==> src/rtl/display_timings_prog.sv <==
// Runtime-programmable display timing generator.
// A timing set lives in shadow registers written over a small config bus. A COMMIT
// arms a swap that copies the shadow set into the live set exactly at frame wrap, so
// every frame is generated with one consistent timing set.
// Ports:
//   i_pixclk, i_rst      pixel clock, asynchronous active-high reset
//   i_cfg_we/addr/data   config write port (0-7 timing values, 8 polarity {V,H}, 9 COMMIT)
//   o_cfg_busy           commit pending, clears once the new timing is live
//   o_hs, o_vs           syncs with polarity applied
//   o_de                 display enable
//   o_line, o_frame      first-pixel-of-line / first-pixel-of-frame strobes
//   o_h, o_v             active pixel coordinates, 0 outside the active area
module display_timings_prog #(
  parameter int unsigned CORDW  = 12,
  parameter int unsigned H_RES  = 640,
  parameter int unsigned H_FP   = 16,
  parameter int unsigned H_SYNC = 96,
  parameter int unsigned H_BP   = 48,
  parameter int unsigned V_RES  = 480,
  parameter int unsigned V_FP   = 10,
  parameter int unsigned V_SYNC = 2,
  parameter int unsigned V_BP   = 33,
  parameter int unsigned H_POL  = 0,
  parameter int unsigned V_POL  = 0
) (
  input  logic             i_pixclk,
  input  logic             i_rst,
  input  logic             i_cfg_we,
  input  logic [3:0]       i_cfg_addr,
  input  logic [CORDW-1:0] i_cfg_data,
  output logic             o_cfg_busy,
  output logic             o_hs,
  output logic             o_vs,
  output logic             o_de,
  output logic             o_line,
  output logic             o_frame,
  output logic [CORDW-1:0] o_h,
  output logic [CORDW-1:0] o_v
);

  localparam int unsigned NREG = 8;

  typedef enum logic {S_IDLE, S_PENDING} state_t;

  // Register order matches the config address map: H_RES, H_FP, H_SYNC, H_BP, V_RES, V_FP, V_SYNC, V_BP.
  function automatic logic [CORDW-1:0] rst_val(input int unsigned idx);
    case (idx)
      0:       rst_val = CORDW'(H_RES);
      1:       rst_val = CORDW'(H_FP);
      2:       rst_val = CORDW'(H_SYNC);
      3:       rst_val = CORDW'(H_BP);
      4:       rst_val = CORDW'(V_RES);
      5:       rst_val = CORDW'(V_FP);
      6:       rst_val = CORDW'(V_SYNC);
      default: rst_val = CORDW'(V_BP);
    endcase
  endfunction

  state_t           state;
  logic [CORDW-1:0] live   [NREG];
  logic [CORDW-1:0] shadow [NREG];
  logic [1:0]       live_pol;
  logic [1:0]       shadow_pol;
  logic [CORDW-1:0] h_cnt;
  logic [CORDW-1:0] v_cnt;

  logic [CORDW-1:0] h_sync_beg, h_sync_end, h_act_beg, h_tot;
  logic [CORDW-1:0] v_sync_beg, v_sync_end, v_act_beg, v_tot;
  logic             h_last, v_last, h_act, v_act, h_in_sync, v_in_sync;

  // Region boundaries derived from the live timing set.
  always_comb begin
    h_sync_beg = live[1];
    h_sync_end = live[1] + live[2];
    h_act_beg  = live[1] + live[2] + live[3];
    h_tot      = live[0] + live[1] + live[2] + live[3];
    v_sync_beg = live[5];
    v_sync_end = live[5] + live[6];
    v_act_beg  = live[5] + live[6] + live[7];
    v_tot      = live[4] + live[5] + live[6] + live[7];
    h_last     = (h_cnt == h_tot - CORDW'(1));
    v_last     = (v_cnt == v_tot - CORDW'(1));
    h_act      = (h_cnt >= h_act_beg);
    v_act      = (v_cnt >= v_act_beg);
    h_in_sync  = (h_cnt >= h_sync_beg) && (h_cnt < h_sync_end);
    v_in_sync  = (v_cnt >= v_sync_beg) && (v_cnt < v_sync_end);
  end

  // Counters, registered decode and the commit state machine.
  always_ff @(posedge i_pixclk or posedge i_rst) begin
    if (i_rst) begin
      state      <= S_IDLE;
      o_cfg_busy <= 1'b0;
      for (int unsigned i = 0; i < NREG; i++) begin
        live[i]   <= rst_val(i);
        shadow[i] <= rst_val(i);
      end
      live_pol   <= {1'(V_POL), 1'(H_POL)};
      shadow_pol <= {1'(V_POL), 1'(H_POL)};
      h_cnt      <= '0;
      v_cnt      <= '0;
      o_hs       <= ~1'(H_POL);
      o_vs       <= ~1'(V_POL);
      o_de       <= 1'b0;
      o_line     <= 1'b0;
      o_frame    <= 1'b0;
      o_h        <= '0;
      o_v        <= '0;
    end else begin
      // Decode of the current count, visible one cycle later.
      o_hs    <= h_in_sync ? live_pol[0] : ~live_pol[0];
      o_vs    <= v_in_sync ? live_pol[1] : ~live_pol[1];
      o_de    <= h_act && v_act;
      o_line  <= (h_cnt == '0);
      o_frame <= (h_cnt == '0) && (v_cnt == '0);
      o_h     <= (h_act && v_act) ? h_cnt - h_act_beg : '0;
      o_v     <= (h_act && v_act) ? v_cnt - v_act_beg : '0;

      if (h_last) begin
        h_cnt <= '0;
        v_cnt <= v_last ? '0 : v_cnt + CORDW'(1);
      end else begin
        h_cnt <= h_cnt + CORDW'(1);
      end

      case (state)
        S_IDLE: begin
          if (i_cfg_we) begin
            if (i_cfg_addr < 4'd8) begin
              // Zero-length regions are not meaningful; clamp to 1.
              shadow[i_cfg_addr[2:0]] <= (i_cfg_data == '0) ? CORDW'(1) : i_cfg_data;
            end else if (i_cfg_addr == 4'd8) begin
              shadow_pol <= i_cfg_data[1:0];
            end else if (i_cfg_addr == 4'd9) begin
              state      <= S_PENDING;
              o_cfg_busy <= 1'b1;
            end
          end
        end
        S_PENDING: begin
          // Swap on the last pixel of the frame; counters restart at 0 for the new mode.
          if (h_last && v_last) begin
            for (int unsigned i = 0; i < NREG; i++) live[i] <= shadow[i];
            live_pol   <= shadow_pol;
            state      <= S_IDLE;
            o_cfg_busy <= 1'b0;
          end
        end
        default: state <= S_IDLE;
      endcase
    end
  end

endmodule

==> config.mk <==
export PLATFORM = sky130hd
export DESIGN_NAME = display_timings_prog
export DESIGN_NICKNAME = d
export VERILOG_FILES = /design/src/rtl/display_timings_prog.sv
export SDC_FILE = /design/constraint.sdc
export NUM_CORES = 1
export LEC_CHECK = 0
export CORE_MARGIN = 4
export CORE_UTILIZATION = 40
export DETAILED_ROUTE_END_ITERATION = 6
export PLACE_DENSITY = 0.54
export SYNTH_ARGS = -nofsm -noshare
export SYNTH_HDL_FRONTEND = slang
export SYNTH_SLANG_ARGS = --single-unit
export TNS_END_PERCENT = 30
==> constraint.sdc <==
create_clock -name i_pixclk -period 12.15 [get_ports i_pixclk]
set_input_delay 2.43 -clock i_pixclk [delete_from_list [all_inputs] [get_ports i_pixclk]]
set_output_delay 2.43 -clock i_pixclk [all_outputs]
set_load 0.02 [all_outputs]
# Word level (Yosys, flattened, before mapping)
# Index checks and enable logic that the tools add are counted.
# W data, S select, Z words.
dict set report classes {
  addsub 16
  magnitude_cmp 9
  eq_ne 9
  muxes 22
  bitwise 5
  n_reduce_logical 13
}
# cell count
set op_table {}
lappend op_table {{$add A12 B12 Y12} 10}
lappend op_table {{$bwmux W96} 1}
lappend op_table {{$mux W12} 6}
lappend op_table {{$ge A12 B12 Y1} 4}
lappend op_table {{$demux W12 S3} 1}
lappend op_table {{$logic_not A12 Y1} 3}
lappend op_table {{$add A12 B1 Y12 const B} 2}
lappend op_table {{$eq A12 B12 Y1} 2}
lappend op_table {{$lt A12 B12 Y1} 2}
lappend op_table {{$sub A12 B1 Y12 const B} 2}
lappend op_table {{$sub A12 B12 Y12} 2}
lappend op_table {{$mux W1} 12}
lappend op_table {{$eq A4 B4 Y1 const B} 2}
lappend op_table {{$ne A2 B2 Y1 const B} 4}
lappend op_table {{$logic_and A1 B1 Y1} 6}
lappend op_table {{$reduce_and A5 Y1} 1}
lappend op_table {{$ge A4 B4 Y1 const B} 1}
lappend op_table {{$lt A4 B1 Y1 const B} 1}
lappend op_table {{$lt A4 B4 Y1 const B} 1}
lappend op_table {{$not A1 Y1} 4}
lappend op_table {{$not A3 Y4} 1}
lappend op_table {{$pmux W1 S2} 2}
lappend op_table {{$reduce_and A4 Y1} 1}
lappend op_table {{$reduce_and A3 Y1} 1}
lappend op_table {{2 further kinds} 2}
dict set report totals {
  reg_bits 251
  wordCells 103
}

# Depth between registers and ports, before layout
dict set report depth {
  depth_word 8
  depth_mapped 25
  mapped_depth_nobuf 24
}

# Worst setup path after synthesis
# Ideal clock, no wire load.
dict set report synth_path {
  kind {register to register}
  startpoint {register live, in the netlist h_sync_beg[0]}
  endpoint {register o_v[4]}
  setup_time_ps 134
  arrival_time_ps 4677
  t_required_ps 12016
  path_slack_ps 7339
  stages_incl_launch_ff 24
  n_path_buf 1
  path_cell_list {dfrtp_1 ha_1 fa_1 a21o_1 a21oi_1 o21bai_1 a21oi_1 o21bai_1 xor2_1 ha_1 a21oi_1 nor2b_1 a41oi_1 o311ai_0 a21oi_1 xnor2_1 xnor3_1 ha_1 o22a_1 and3_1 a21oi_1 a21o_1 clkbuf_1 nor3_1}
}
dict set report synth_between {
  elab_chain_cells 5
}
# element line_no
set synth_rtl {}
lappend synth_rtl {{start: declaration} 60} ;# logic [CORDW-1:0] live [NREG];
lappend synth_rtl {{start signal: indexed assignment} 95} ;# live[i] <= rst_val(i);
lappend synth_rtl {{$add A12 B12 Y12 (2 in series)} 75} ;# h_act_beg = live[1] + live[2] + live[3];
lappend synth_rtl {{$ge A12 B12 Y1} 83} ;# h_act = (h_cnt >= h_act_beg);
lappend synth_rtl {{$logic_and A1 B1 Y1} 117} ;# o_v <= (h_act && v_act) ? v_cnt - v_act_beg : '0;
lappend synth_rtl {{$mux W12} 117}
lappend synth_rtl {{end signal: assignment} 117}
lappend synth_rtl {{end: declaration} 38} ;# output logic [CORDW-1:0] o_v
# Every way passes these cells.
# A chain may end at the register's enable or synchronous reset.

# Worst setup path in the final report
dict set report layout_path {
  startpoint {register live[13] (netlist name)}
  endpoint {register live[48] (netlist name)}
}
dict set report layout_between {
  elab_chain_cells 6
}
# element line_no
set layout_rtl {}
lappend layout_rtl {{$add A12 B12 Y12 (2 in series)} 80} ;# v_tot = live[4] + live[5] + live[6] + live[7];
lappend layout_rtl {{$sub A12 B1 Y12} 82} ;# v_last = (v_cnt == v_tot - CORDW'(1));
lappend layout_rtl {{$eq A12 B12 Y1} 82}
lappend layout_rtl {{$logic_and A1 B1 Y1} 142} ;# if (h_last && v_last) begin
lappend layout_rtl {{$reduce_and A2 Y1 (no line)} n/a}
# Every way passes these cells.

==> run metrics <==
status=finished clean; WS Path Type=reg2reg; Main synth FF type=dfrtp_1; Ant. Diodes=0; Max FO, Critical Path=50; Register Area=6320 um^2; FF-to-FF End=live[48]$_DFFE_PP0P_; # fillers=3,722; largest net degree at the start of global routing=118; CTS clk-pin slew, worst paths=0.06 ns; Seq/Total Area, Yosys=38.9%; library cells used by synthesis=68; period utilization=48.9%; Crit Reg-Reg Startpoint=live[13]$_DFFE_PP1P_; grt ovf=0; worst vdd ir=120 uV; Worst-Skew Late Latency=0.58 ns; clk root buf=clkbuf_16; Setup TNS Final=0 ns; relative slew slack=8.61%; Pwr Total=2.03 mW; # H-tree levels=1; DRT iter0 DRCs=479; area grow syn2layout=12.7%; dpl cells=2,023; Post-synth EDFFs=0; Req. time, crit path=12.58 ns; Non-Filler Instances=2,077; DRC violations left=0; min Tclk post-route=5.94 ns; Layout Skew=0.0335 ns; CP arrival=6.37 ns; die area=43,900 um^2; placed cell area=17,300 um^2; post-CTS setup buffer count=0; area of the multi-input gates=9120 um^2; antenna-violating nets left=0; final hold vios=0; post-CTS sizing=0; CP startpoint kind=flip-flop; routability cong.=0.832; FF+latch count, synth=251; Starting Density=40.7%; I/O pins=49; mean routed wirelength per cell=18.4 um; Tot GR Track Use=17.6%; max_cap viols=0; ratio of cells with drive above 1 in the final layout=18.9%; num rows=73; Initial DRT Pass Iterations=5; Post-Syn Area=16,300 um^2; reg2reg path depth=17; LEAKAGE=8.70 nW; fin nets=1,764; Synth async-reset ratio=100%; vias in the first global route=10,900; Worst Setup End Kind=flip-flop; vias after detailed routing=10,800; Hold Path Class=reg2reg; Ys Warns=0; Finished Cell Area=18,300 um^2; Die W=210 um; RSZ-0062 raised after global routing=no; FF-to-FF setup slack=6.21 ns; Clock Path Buffers=3; # port buffers=48; hpwl dp=29.0 mm; fmax=0.168 GHz; hold_buf cts=0; TritonCTS buffer count=29; Critical Path Source=live[13]$_DFFE_PP1P_; Worst Tran Pin Value=1.34 ns; Clock Sinks=251; total core area=39,900 um^2; Via density=5.19; mean post-synth cell area=11.0 um^2; Final setup viols=0; TritonCTS clock tree=yes; initial antenna violation count=0; syn nets=1,709; hold_ws=0.479 ns; Critical path destination=live[48]$_DFFE_PP0P_; die height=210 um; first-pass GRT wire length=61.7 mm; synthesized netlist cell count=1,474; Pwr per Cell Area=111 nW/um^2; final max-slew violation count=0; detailed-route wire length=38.3 mm
-- registers in the layout (all words and copies together), names as in the netlist --
name / flops
o_de: 1
h_cnt: 12
state: 1
o_h: 12
o_vs: 1
live: 72
h_sync_beg: 12
v_cnt: 12
o_line: 1
o_v: 12
o_hs: 1
v_sync_beg: 12
shadow_pol: 2
o_cfg_busy: 1
live_pol: 2
o_frame: 1
shadow: 96
-- logic make-up after synthesis --
group	Yosys count	share of synthesized area, %
mux	192	13.5
fa+ha+maj	216	18.8
compound gates	229	9.28
simple gates	261	8.10
buf+inv	210	5.03
xor+xnor	115	6.36
flops	251	38.9
-- layout make-up --
cell class	instances	share of cell area [%]
flip-flops and latches	251	34.5
clock buffers	39	4.60
clock inverters	15	0.976
inverters	180	3.73
repair buffers	54	2.87
multi-input cells	1013	49.7
well taps	525	3.58
-- layer usage --
| layer | up-vias | track usage (%) | wire [um] | part of all wire, % |
|---|---|---|---|---|
| met5 | - | 0 | 0 | 0 |
| met4 | 0 | 4.25 | 772 | 2.0 |
| met3 | 43 | 2.17 | 1520 | 4.0 |
| met2 | 177 | 25.5 | 15800 | 41 |
| met1 | 5345 | 27.9 | 20200 | 53 |
| li1 | 5220 | - | - | - |
-- critical path, cell delays in order, from the launching register on --
cell and delay (ns):
dfstp_2 0.57, inv_1 0.05, ha_1 0.26, inv_1 0.05
fa_1 0.52, fa_1 0.42, ha_1 0.24, fa_1 0.46
a211oi_1 0.41, nor2_1 0.11, xnor2_1 0.14, nor4_1 0.30
nand4_1 0.15, nor3_2 0.13, buf_4 0.25, nand3_4 0.63
buf_4 0.63, mux2_2 0.37
-- worst min path at each step --
| stage | start | end | depth (start not counted) |
|---|---|---|---|
| after floorplan | live_pol[0]$_DFFE_PP0P_ | o_hs$_DFF_PP1_ | 1 |
| after global placement | shadow[84]$_DFFE_PP0P_ | shadow[84]$_DFFE_PP0P_ | 2 |
| after detailed placement | shadow[72]$_DFFE_PP0P_ | shadow[72]$_DFFE_PP0P_ | 2 |
| after CTS | shadow[70]$_DFFE_PP0P_ | live[70]$_DFFE_PP0P_ | 1 |
| after global routing | shadow[70]$_DFFE_PP0P_ | live[70]$_DFFE_PP0P_ | 1 |
| final | shadow[84]$_DFFE_PP0P_ | shadow[84]$_DFFE_PP0P_ | 2 |
-- cells in the final DEF (no fill, tap or decap), types with 4 or more instances in the layout --
cell type	count
xor2_1	43
a22o_1	4
fa_1	48
a31oi_1	11
nand4_1	7
xnor2_1	70
clkinv_2	4
o211ai_1	11
nor3b_1	5
a21oi_1	53
a221o_1	4
and3_1	16
o21bai_1	6
nand2_1	48
o21a_1	12
dfstp_2	34
buf_4	6
nor2b_1	20
or3_1	8
o21ai_0	49
mux2_4	9
a211oi_1	6
nand3_1	14
clkbuf_8	8
nand2b_1	13
nor3_1	23
clkbuf_16	29
nor2_1	80
nor4_1	12
inv_1	179
mux2_2	181
ha_1	168
o22ai_1	6
a21o_1	34
clkdlybuf4s50_1	48
dfrtp_1	217
-- Yosys cell counts, types with 16 or more instances --
cell type | n | share of area, %
xor2_1 | 43 | 2.3
xnor2_1 | 70 | 3.8
nand2_1 | 48 | 1.1
nor2_1 | 80 | 1.8
dfstp_2 | 34 | 5.5
fa_1 | 48 | 5.9
dfrtp_1 | 217 | 33
nor2b_1 | 20 | 0.77
a21oi_1 | 53 | 1.6
inv_1 | 180 | 4.2
o21ai_0 | 49 | 1.5
nor3_1 | 23 | 0.71
ha_1 | 168 | 13
and3_1 | 16 | 0.62
mux2_2 | 181 | 13
a21o_1 | 34 | 1.6
-- metrics by stage --
stage	util [%]	worst slack [ns]
after global routing	45.9	5.86
after global placement	43.4	6.26
final	45.9	6.21
after detailed placement	43.4	6.26
after floorplan	-	2.88
after CTS	45.9	6.17
-- power breakdown --
group	total, mW	internal, mW	leakage, nW	switching [mW]
clock	0.922	0.553	0.499	0.369
combinational	0.126	0.0737	4.97	0.0523
sequential	0.985	0.939	3.23	0.0462
Note: power is estimated with default switching activity, not from simulation.
